[config.mk]
export PLATFORM = sky130hd
export DESIGN_NAME = seg7_serial_ctrl
export DESIGN_NICKNAME = d
export VERILOG_FILES = /design/src/rtl/seg7_serial_ctrl.sv
export SDC_FILE = /design/constraint.sdc
export NUM_CORES = 1
export LEC_CHECK = 0
export ABC_CLOCK_PERIOD_IN_PS = 2800
export CORE_MARGIN = 2
export CORE_UTILIZATION = 33
export DETAILED_ROUTE_END_ITERATION = 8
export PLACE_DENSITY = 0.65
export SYNTH_ARGS = -nofsm -noshare
export SYNTH_HDL_FRONTEND = slang
export SYNTH_SLANG_ARGS = --single-unit
[constraint.sdc]
create_clock -name clk -period 2.8 [get_ports clk]
set_input_delay 0.56 -clock clk [delete_from_list [all_inputs] [get_ports clk]]
set_output_delay 0.56 -clock clk [all_outputs]
set_load 0.1 [all_outputs]
[src/rtl/seg7_serial_ctrl.sv]
// Serial 7-segment chain driver: clears the chain, shifts one NBITS frame MSB-first
// on seg_clk, then latches the display enable. Every output is registered.
`timescale 1ns/1ps
module seg7_serial_ctrl #(
  parameter int NBITS = 64,
  parameter int DIV   = 8
) (
  input  logic             clk,
  input  logic             rst,
  input  logic             start,
  input  logic [NBITS-1:0] data,
  output logic             busy,
  output logic             done,
  output logic             seg_clk,
  output logic             seg_do,
  output logic             seg_pen,
  output logic             seg_clr
);
  localparam int DW = (DIV > 1) ? $clog2(DIV) : 1;
  localparam int BW = $clog2(NBITS + 1);

  typedef enum logic [2:0] {IDLE, CLEAR, SHIFT_LO, SHIFT_HI, DONE} state_e;

  state_e           state_q, state_d;
  logic [DW-1:0]    div_q, div_d;
  logic [BW-1:0]    bit_q, bit_d;
  logic [NBITS-1:0] sreg_q, sreg_d;
  logic             busy_q, busy_d;
  logic             done_q, done_d;
  logic             sclk_q, sclk_d;
  logic             sdo_q, sdo_d;
  logic             pen_q, pen_d;
  logic             clr_q, clr_d;
  logic             phase_end;

  assign phase_end = (div_q == DW'(DIV - 1));

  always_comb begin
    state_d = state_q;
    div_d   = div_q;
    bit_d   = bit_q;
    sreg_d  = sreg_q;
    case (state_q)
      IDLE, DONE: begin
        if (start) begin
          sreg_d  = data;
          div_d   = '0;
          bit_d   = '0;
          state_d = CLEAR;
        end else begin
          state_d = IDLE;
        end
      end
      CLEAR: begin
        div_d = phase_end ? '0 : div_q + 1'b1;
        if (phase_end) state_d = SHIFT_LO;
      end
      SHIFT_LO: begin
        div_d = phase_end ? '0 : div_q + 1'b1;
        if (phase_end) state_d = SHIFT_HI;
      end
      SHIFT_HI: begin
        div_d = phase_end ? '0 : div_q + 1'b1;
        if (phase_end) begin
          sreg_d  = sreg_q << 1;
          bit_d   = bit_q + 1'b1;
          state_d = (bit_q == BW'(NBITS - 1)) ? DONE : SHIFT_LO;
        end
      end
      default: state_d = IDLE;
    endcase

    // Outputs are decoded from the next state so they register in step with it;
    // sreg_d already holds the shifted word when SHIFT_LO is re-entered.
    busy_d = (state_d == CLEAR) || (state_d == SHIFT_LO) || (state_d == SHIFT_HI);
    done_d = (state_d == DONE);
    sclk_d = (state_d == SHIFT_HI);
    sdo_d  = ((state_d == SHIFT_LO) || (state_d == SHIFT_HI)) ? sreg_d[NBITS-1] : 1'b0;
    clr_d  = (state_d != CLEAR);
    pen_d  = pen_q || (state_d == DONE);
  end

  always_ff @(posedge clk or posedge rst) begin
    if (rst) begin
      state_q <= IDLE;
      div_q   <= '0;
      bit_q   <= '0;
      sreg_q  <= '0;
      busy_q  <= 1'b0;
      done_q  <= 1'b0;
      sclk_q  <= 1'b0;
      sdo_q   <= 1'b0;
      pen_q   <= 1'b0;
      clr_q   <= 1'b1;
    end else begin
      state_q <= state_d;
      div_q   <= div_d;
      bit_q   <= bit_d;
      sreg_q  <= sreg_d;
      busy_q  <= busy_d;
      done_q  <= done_d;
      sclk_q  <= sclk_d;
      sdo_q   <= sdo_d;
      pen_q   <= pen_d;
      clr_q   <= clr_d;
    end
  end

  assign busy    = busy_q;
  assign done    = done_q;
  assign seg_clk = sclk_q;
  assign seg_do  = sdo_q;
  assign seg_pen = pen_q;
  assign seg_clr = clr_q;
endmodule

# Yosys cells after proc, flatten, opt, wreduce, memory -nomap -nowiden
# Cells that the tools add are included.
[word_totals] in_bits=67 out_inout_bits=6 ff_bits=83
[classes] n_eq_ne=13 mux=16 n_addsub=2 reduce_logical=11
[op_table] op="two-way mux 64 bit" n=2
[op_table] op="case mux 64 bit (2 select lines)" n=1
[op_table] op="two-way mux 3 bit" n=6
[op_table] op="two-way mux 7 bit" n=2
[op_table] op="case mux 7 bit (2 select lines)" n=1
[op_table] op="equality test 3 x 2 -> 1 bit (second input constant)" n=4
[op_table] op="case mux 3 bit (4 select lines)" n=1
[op_table] op="equality test 3 bit (second input constant)" n=3
[op_table] op="adder 7 x 1 -> 7 bit (second input constant)" n=1
[op_table] op="equality test 7 x 6 -> 1 bit (second input constant)" n=1
[op_table] op="equality test 3 x 1 -> 1 bit (second input constant)" n=2
[op_table] op="case mux 3 bit (2 select lines)" n=1
[op_table] op="logical OR 1 bit" n=4
[op_table] op="inequality test 2 bit (second input constant)" n=2
[op_table] op="nonzero test 2 bit" n=2
[op_table] op="adder 3 x 1 -> 3 bit (second input constant)" n=1
[op_table] op="logical NOT 3 bit" n=1
[op_table] op="inequality test 3 x 1 -> 1 bit (second input constant)" n=1
[op_table] op="AND reduction 3 bit" n=1
[op_table] op="OR reduction 3 bit" n=1
[op_table] op="two-way mux 1 bit" n=2
[op_table] op="AND reduction 2 bit" n=1
[op_table] op="OR reduction 2 bit" n=1

# Logic depth before layout (Yosys ltp)
# Gate-level depths: netlist (run 1).
[depth] ltp_word=7 ltp_mapped=9 mapped_depth_nobuf=6

# Worst setup path before layout (run 1)
# No wires, ideal clock.
[synth_path] path_type="reg2reg" start="register div_q[0]" end="register sreg_q[10]" setup_time_ps=124 arrival_ps=1611 stages_incl_launch_ff=9 path_slack_ps=1065 required_time_ps=2676 path_cell_list="dfrtp_1 -> ha_1 -> ha_1 -> and4b_1 -> buf_6 -> buf_6 -> buf_2 -> a22oi_1 -> nand2_1"
[synth_via] elab_chain_len=3
[synth_lines] item="start, declared" line_no="25" text="logic [DW-1:0] div_q, div_d;"
[synth_lines] item="start signal, assigned" line_no="97" text="div_q <= div_d;"
[synth_lines] item="equality test 3 bit" line_no="36" text="assign phase_end = (div_q == DW'(DIV - 1));"
[synth_lines] item="inequality test 2 bit (no line)"
[synth_lines] item="AND reduction 3 bit (no line)"
[synth_lines] item="end signal, assigned" line_no="99" text="sreg_q <= sreg_d;"
[synth_lines] item="end, declared" line_no="27" text="logic [NBITS-1:0] sreg_q, sreg_d;"
# Every way passes these cells.
# A chain may end at the register's enable or synchronous reset.

# Final worst setup path (run 1)
[layout_path] start="register div_q[0]" end="register bit_q[5]"
[layout_via] elab_chain_len=3
[layout_lines] item="equality test 3 bit" line_no="36"
[layout_lines] item="inequality test 2 bit (no line)"
[layout_lines] item="AND reduction 3 bit (no line)"
[layout_lines] item="end signal, assigned" line_no="98" text="bit_q <= bit_d;"
[layout_lines] item="end, declared" line_no="26" text="logic [BW-1:0] bit_q, bit_d;"
# Every way passes these cells.

==> flow_metrics.env, run 1 <==
export IMPL_post_cts_setup_buffer_count=0
export IMPL_num_rows=38
export IMPL_rsz0062_at_grt="no"
export IMPL_vias=2793
export IMPL_syn2layout_area_growth_pct=26.2
export IMPL_crit_type="reg -> reg"
export IMPL_place_gp_congestion=0.726
export IMPL_htree_levels=3
export IMPL_fin_nets=497
export IMPL_cp_arrival_ns=2.70
export IMPL_ctsResizeCount=0
export IMPL_slew_headroom=0.382
export IMPL_hold_violations=0
export IMPL_hold_path_end="sreg_q[60]"
export IMPL_synth_area_sq_um=3630
export IMPL_grt_pass1_vias=2722
export IMPL_grt_pass1_wl_mm=13.4
export IMPL_hp_start="sreg_q[60]"
export IMPL_dpl_worst_slack_ns=0.173
export IMPL_antenna_cells=0
export IMPL_peakVddDrop_v=0.000232
export IMPL_fp_dieH_microns=109
export IMPL_layout_setup_ws_ns=0.302
export IMPL_p_per_area_nw_per_um2=487
export IMPL_clock_skew_final_ns=0.0102
export IMPL_hpwl_mm=5.04
export IMPL_tns_ns=0
export IMPL_drtIter0Drc=202
export IMPL_cts_buffers=9
export IMPL_worst_pin_slew_ns=0.926
export IMPL_io_pins=73
export IMPL_drv_cap=0
export IMPL_yosys_register_bits=83
export IMPL_critPathBufInv=1
export IMPL_rr_worst_depth=7
export IMPL_port_buffers=72
export IMPL_cts_hold_buf=0
export IMPL_rrSetupSlack_ns=0.30
export IMPL_maxSlewViolCount=0
export IMPL_startpoint_type="register"
export IMPL_syn_nets=433
export IMPL_overflow=0
export IMPL_initial_core_util=0.337
export IMPL_syn_area_per_cell_sq_um=10.0
export IMPL_timing_fmax_ghz=0.400
export IMPL_r2r_start="div_q[0]"
export IMPL_die_w_microns=109
export IMPL_drive_above_1_share=0.0812
export IMPL_cp_cell_sequence="ha_1, ha_1, and4b_2, buf_4, nand4_1, xor2_1, nor2_1"
export IMPL_wire_per_inst_microns=14.5
export IMPL_min_path_type="reg -> reg"
export IMPL_cts_root_buffer="clkbuf_8"
export IMPL_cp_slowest_cell="buf_4"
export IMPL_clock_sinks=83
export IMPL_drc=0
export IMPL_ys_warn_count=0
export IMPL_slowest_delay_ns=0.61
export IMPL_timing_hold_ws_ns=0.478
export IMPL_min_period_over_period=0.892
export IMPL_synth_cells=362
export IMPL_critPathLaunch="div_q[0]"
export IMPL_grt_max_degree=69
export IMPL_cp_common_cell="ha_1"
export IMPL_grt_usage=0.144
export IMPL_worstPathRequired_ns=3.01
export IMPL_dr_pass1_iters=4
export IMPL_ys_seq_area_frac=0.572
export IMPL_clkLatencyLatePin_ns=0.35
export IMPL_leakage_nw=2.17
export IMPL_ant_nets=0
export IMPL_antenna_found_initial=0
export IMPL_cts_tree="done"
export IMPL_outcome="finished, final reports clean"
export IMPL_cts_max_path_buffers=2
export IMPL_finalSetupViolations=0
export IMPL_post_synth_num_cell_types=34
export IMPL_avgViaCountPerCell=4.89
export IMPL_path_max_fanout=67
export IMPL_r2r_end="bit_q[5]"
export IMPL_hold_path_depth=2
export IMPL_post_route_util=0.425
export IMPL_period_needed_ns=2.50
export IMPL_wirelength_mm=8.27
export IMPL_die_area_sq_um=11900
export IMPL_end_kind="register"
export IMPL_path_clk_slew_ns=0.08
export IMPL_cpLargestDelayFamily="simple AND/OR/NAND/NOR gates"
export IMPL_core_sq_um=10800
worst max path at each step:
stage	end	slack (ns)	depth (start not counted)
after floorplan	bit_q[0]	0.10	1
after global placement	sreg_q[17]	0.19	6
after detailed placement	sreg_q[24]	0.17	6
after CTS	sreg_q[27]	0.15	7
after global routing	bit_q[5]	0.03	7
final	bit_q[5]	0.30	7
cell usage after synthesis:
cell type,instances,area share
a21o_1,2,0.0041
a21oi_1,2,0.0028
nor2_1,11,0.011
a22oi_1,62,0.13
nand2_1,132,0.14
dfrtp_1,82,0.56
nand3b_1,2,0.0041
buf_2,16,0.022
nor2_4,1,0.0031
o21ai_1,2,0.0028
a211o_1,1,0.0024
buf_4,5,0.010
nor4b_4,1,0.0065
nand2b_1,2,0.0034
nor3_1,2,0.0028
o221a_2,1,0.0031
or2_2,1,0.0017
a22o_1,5,0.012
nor3b_4,1,0.0052
buf_6,4,0.012
and2_1,1,0.0017
nand4_1,3,0.0052
xor2_1,3,0.0072
ha_1,4,0.014
and3_1,2,0.0034
a21boi_0,1,0.0021
mux2i_1,1,0.0028
nor2b_1,2,0.0034
nand3_1,2,0.0028
and4b_1,1,0.0028
o21ai_0,3,0.0041
inv_1,2,0.0021
dfstp_2,1,0.0072
and3b_1,1,0.0024
per-stage QoR:
step	instances	instance area [sq um]	power, mW
after floorplan	362	3630	1.35
after global placement	554	4410	1.47
after detailed placement	554	4410	1.48
after CTS	570	4580	2.27
after global routing	571	4590	2.36
final	571	4590	2.24
kinds of logic (layout without fill, tap and decap cells):
family / after synthesis / after routing / share of synthesized area
simple gates: 165 / 166 / 0.196
flops: 83 / 83 / 0.572
mux: 1 / 1 / 0.00275
buf+inv: 27 / 95 / 0.0468
compound gates: 79 / 79 / 0.161
fa+ha+maj: 4 / 4 / 0.0138
xor+xnor: 3 / 3 / 0.00723
worst register-to-register path: stages, from the launching register on:
cell,delay (ns)
dfrtp_1,0.38
ha_1,0.20
ha_1,0.32
and4b_2,0.41
buf_4,0.61
nand4_1,0.22
xor2_1,0.17
nor2_1,0.06
routing by layer:
layer / vias to the layer above / track usage / part of all wire
li1: 1376 / - / -
met4: 0 / 0.0430 / 0.011
met5: - / 0 / 0
met3: 9 / 0.0377 / 0.048
met1: 1347 / 0.205 / 0.48
met2: 61 / 0.215 / 0.46
state kept, by name, summed over array words and instances, names as in the netlist:
signal	flops
busy	1
state_q	3
seg_do	1
seg_clr	1
done	1
seg_clk	1
div_q	3
seg_pen	1
sreg_q	64
bit_q	7
cell type report:
class | instances | area, sq um
Fill cell | 1046 | 6200
Sequential cell | 83 | 2080
Timing Repair Buffer | 77 | 756
Multi-Input combinational cell | 253 | 1390
Clock inverter | 6 | 48.8
Inverter | 2 | 8.76
Clock buffer | 10 | 128
Tap cell | 140 | 175
placed cells by master (no fill, tap or decap), types with 2 or more instances in the layout:
master / netlist / layout
nand2_1: 132 / 132
dfrtp_1: 82 / 82
clkdlybuf4s50_1: 0 / 66
a22oi_1: 62 / 62
nor2_1: 11 / 11
buf_4: 5 / 10
clkbuf_8: 0 / 9
a22o_1: 5 / 5
ha_1: 4 / 4
xor2_1: 3 / 3
nand4_1: 3 / 3
o21ai_0: 3 / 3
clkinvlp_4: 0 / 3
o21ai_1: 2 / 2
nand3_1: 2 / 2
and3_1: 2 / 2
a21oi_1: 2 / 2
nor3_1: 2 / 2
nor2b_1: 2 / 2
nand2b_1: 2 / 2
a21o_1: 2 / 2
nand3b_1: 2 / 2
inv_6: 0 / 2
power breakdown:
part / total, mW / switching [mW] / leakage (nW) / internal [mW]
sequential: 1.27 / 0.0261 / 1.04 / 1.25
clock: 0.785 / 0.454 / 0.0795 / 0.330
combinational: 0.179 / 0.0711 / 1.05 / 0.108
Note: power is estimated with default switching activity, not from simulation.
==> run 2: changes to the inputs <==
SKIP_CTS_REPAIR_TIMING = 1   (was default)
==> results of run 2 <==
Same layout as run 1: the final DEF is identical, and so are final timing and power.
==> run 3: changes to the inputs <==
CORE_ASPECT_RATIO = 0.5   (was default)
CTS_BUF_LIST = sky130_fd_sc_hd__clkbuf_2 sky130_fd_sc_hd__clkbuf_4 sky130_fd_sc_hd__clkbuf_8   (was default)
SETUP_SLACK_MARGIN = 0.1   (was default)
==> flow_metrics.env, run 3 (synthesized netlist as in run 1, its figures left out) <==
export IMPL_placed_area_sq_um=4440
export IMPL_worstPathRequired_ns=3.01
export IMPL_seq_area_sq_um=2080
export IMPL_die_w_microns=152
export IMPL_cts_root_buffer="clkbuf_8"
export IMPL_fp_dieH_microns=78.2
export IMPL_critPathBufInv=1
export IMPL_leakage_nw=2.20
export IMPL_place_gp_congestion=0.713
export IMPL_peakVddDrop_v=0.000187
export IMPL_path_clk_slew_ns=0.08
export IMPL_syn2layout_area_growth_pct=27.8
export IMPL_initial_core_util=0.334
export IMPL_power_mw=2.33
export IMPL_cp_slowest_cell="buf_4"
export IMPL_layout_setup_ws_ns=0.461
export IMPL_rsz0062_at_grt="no"
export IMPL_worst_pin_slew_ns=0.701
export IMPL_antenna_found_initial=0
export IMPL_grt_usage=0.130
export IMPL_min_path_type="reg -> reg"
export IMPL_avgViaCountPerCell=4.77
export IMPL_grt_max_degree=68
export IMPL_antenna_cells=0
export IMPL_overflow=0
export IMPL_hpwl_mm=4.97
export IMPL_cts_buffers=9
export IMPL_cts_max_path_buffers=2
export IMPL_mostFrequentLayoutCell="nand2_1"
export IMPL_largest_reg_flops=64
export IMPL_slowest_delay_ns=0.57
export IMPL_dr_pass1_iters=4
export IMPL_io_pins=73
export IMPL_clkLatencyLatePin_ns=0.35
export IMPL_path_max_fanout=67
export IMPL_slew_headroom=0.532
export IMPL_cp_cell_sequence="ha_1, ha_1, and4b_2, buf_4, nand4_1, xor2_1, nor2_1"
export IMPL_wire_per_inst_microns=13.2
export IMPL_min_period_over_period=0.835
export IMPL_grt_pass1_wl_mm=12.6
export IMPL_port_buffers=72
export IMPL_drc=0
export IMPL_cp_common_cell="ha_1"
export IMPL_outcome="finished, final reports clean"
export IMPL_ant_nets=0
export IMPL_tns_ns=0
export IMPL_drive_above_1_share=0.0856
export IMPL_finalSetupViolations=0
export IMPL_maxSlewViolCount=0
export IMPL_grt_pass1_vias=2589
export IMPL_cts_tree="done"
export IMPL_htree_levels=3
export IMPL_layout_common_cells="nand2_1 (132), dfrtp_1 (82), clkdlybuf4s50_1 (66), a22oi_1 (62)"
export IMPL_post_route_util=0.427
export IMPL_hold_violations=0
export IMPL_multi_input_area_sq_um=1390
export IMPL_fin_nets=498
export IMPL_num_rows=27
export IMPL_dpl_worst_slack_ns=0.405
export IMPL_drtIter0Drc=202
export IMPL_fin_area_sq_um=4640
export IMPL_clock_skew_final_ns=0.0114
export IMPL_timing_fmax_ghz=0.428
export IMPL_wirelength_mm=7.59
export IMPL_die_area_sq_um=11900
export IMPL_drv_cap=0
export IMPL_regMostFlops="sreg_q"
export IMPL_vias=2752
export IMPL_core_sq_um=10900
export IMPL_end_kind="register"
export IMPL_cp_arrival_ns=2.55
export IMPL_cpLargestDelayFamily="buffers and inverters"
export IMPL_startpoint_type="register"
export IMPL_fillerInstances=1035
export IMPL_p_per_area_nw_per_um2=501
export IMPL_crit_type="reg -> reg"
export IMPL_reg_largest_list="sreg_q: 64 flops, bit_q: 7 flops"
export IMPL_clock_sinks=83
export IMPL_period_needed_ns=2.34
[run 3: cell count changes in the layout (fill, tap and decap cells not counted), sizes merged]
| cell | before | now |
|---|---|---|
| buf | 11 | 13 |
| inv | 3 | 1 |
| nor2 | 13 | 12 |
| clkinvlp | 3 | 1 |
| bufinv | 0 | 1 |
| clkinv | 2 | 1 |
| clkbuf | 10 | 14 |
[run 3: report_power, final]
group          total [mW]  internal (mW)  switching, mW
combinational       0.179          0.110         0.0694
clock               0.875          0.478          0.397
sequential           1.27           1.25         0.0263
[run 3: area by class of cell]
| cell class | count | share of cell area |
|---|---|---|
| Tap cell | 145 | 0.0391 |
| Clock inverter | 2 | 0.00808 |
| Sequential cell | 83 | 0.447 |
| Clock buffer | 14 | 0.0361 |
| Inverter | 2 | 0.00189 |
| Timing Repair Buffer | 79 | 0.169 |
| Multi-Input combinational cell | 252 | 0.299 |
[run 3: path summary, 6_finish.rpt]
kind,slack (ns),cells after the start,end,start
max in group asynchronous,1.70,3,bit_q[5],rst
worst max register to register,0.46,7,bit_q[5],div_q[0]
worst min register to register,0.48,2,sreg_q[61],sreg_q[60]
worst min-delay path,0.48,2,sreg_q[61],sreg_q[60]
worst max-delay path,0.46,7,bit_q[5],div_q[0]
min in group asynchronous,0.56,2,sreg_q[41],rst
[run 3: worst min-delay path, stage by stage (launching register included)]
cell,delay [ns]
dfrtp_1,0.34
a22oi_1,0.07
nand2_1,0.05
[run 3: layer usage]
| layer | part of all wire | global-route usage |
|---|---|---|
| met4 | 0.0067 | 0.0370 |
| met5 | 0 | 0 |
| met3 | 0.039 | 0.0370 |
| met2 | 0.49 | 0.210 |
| met1 | 0.47 | 0.174 |
[run 3: per-stage QoR]
stage / hold WS, ns / std cells
2_1_floorplan: 0.446 / 362
3_3_place_gp: 0.458 / 561
3_5_place_dp: 0.463 / 561
4_1_cts: 0.481 / 577
5_1_grt: 0.495 / 577
6_report: 0.477 / 577
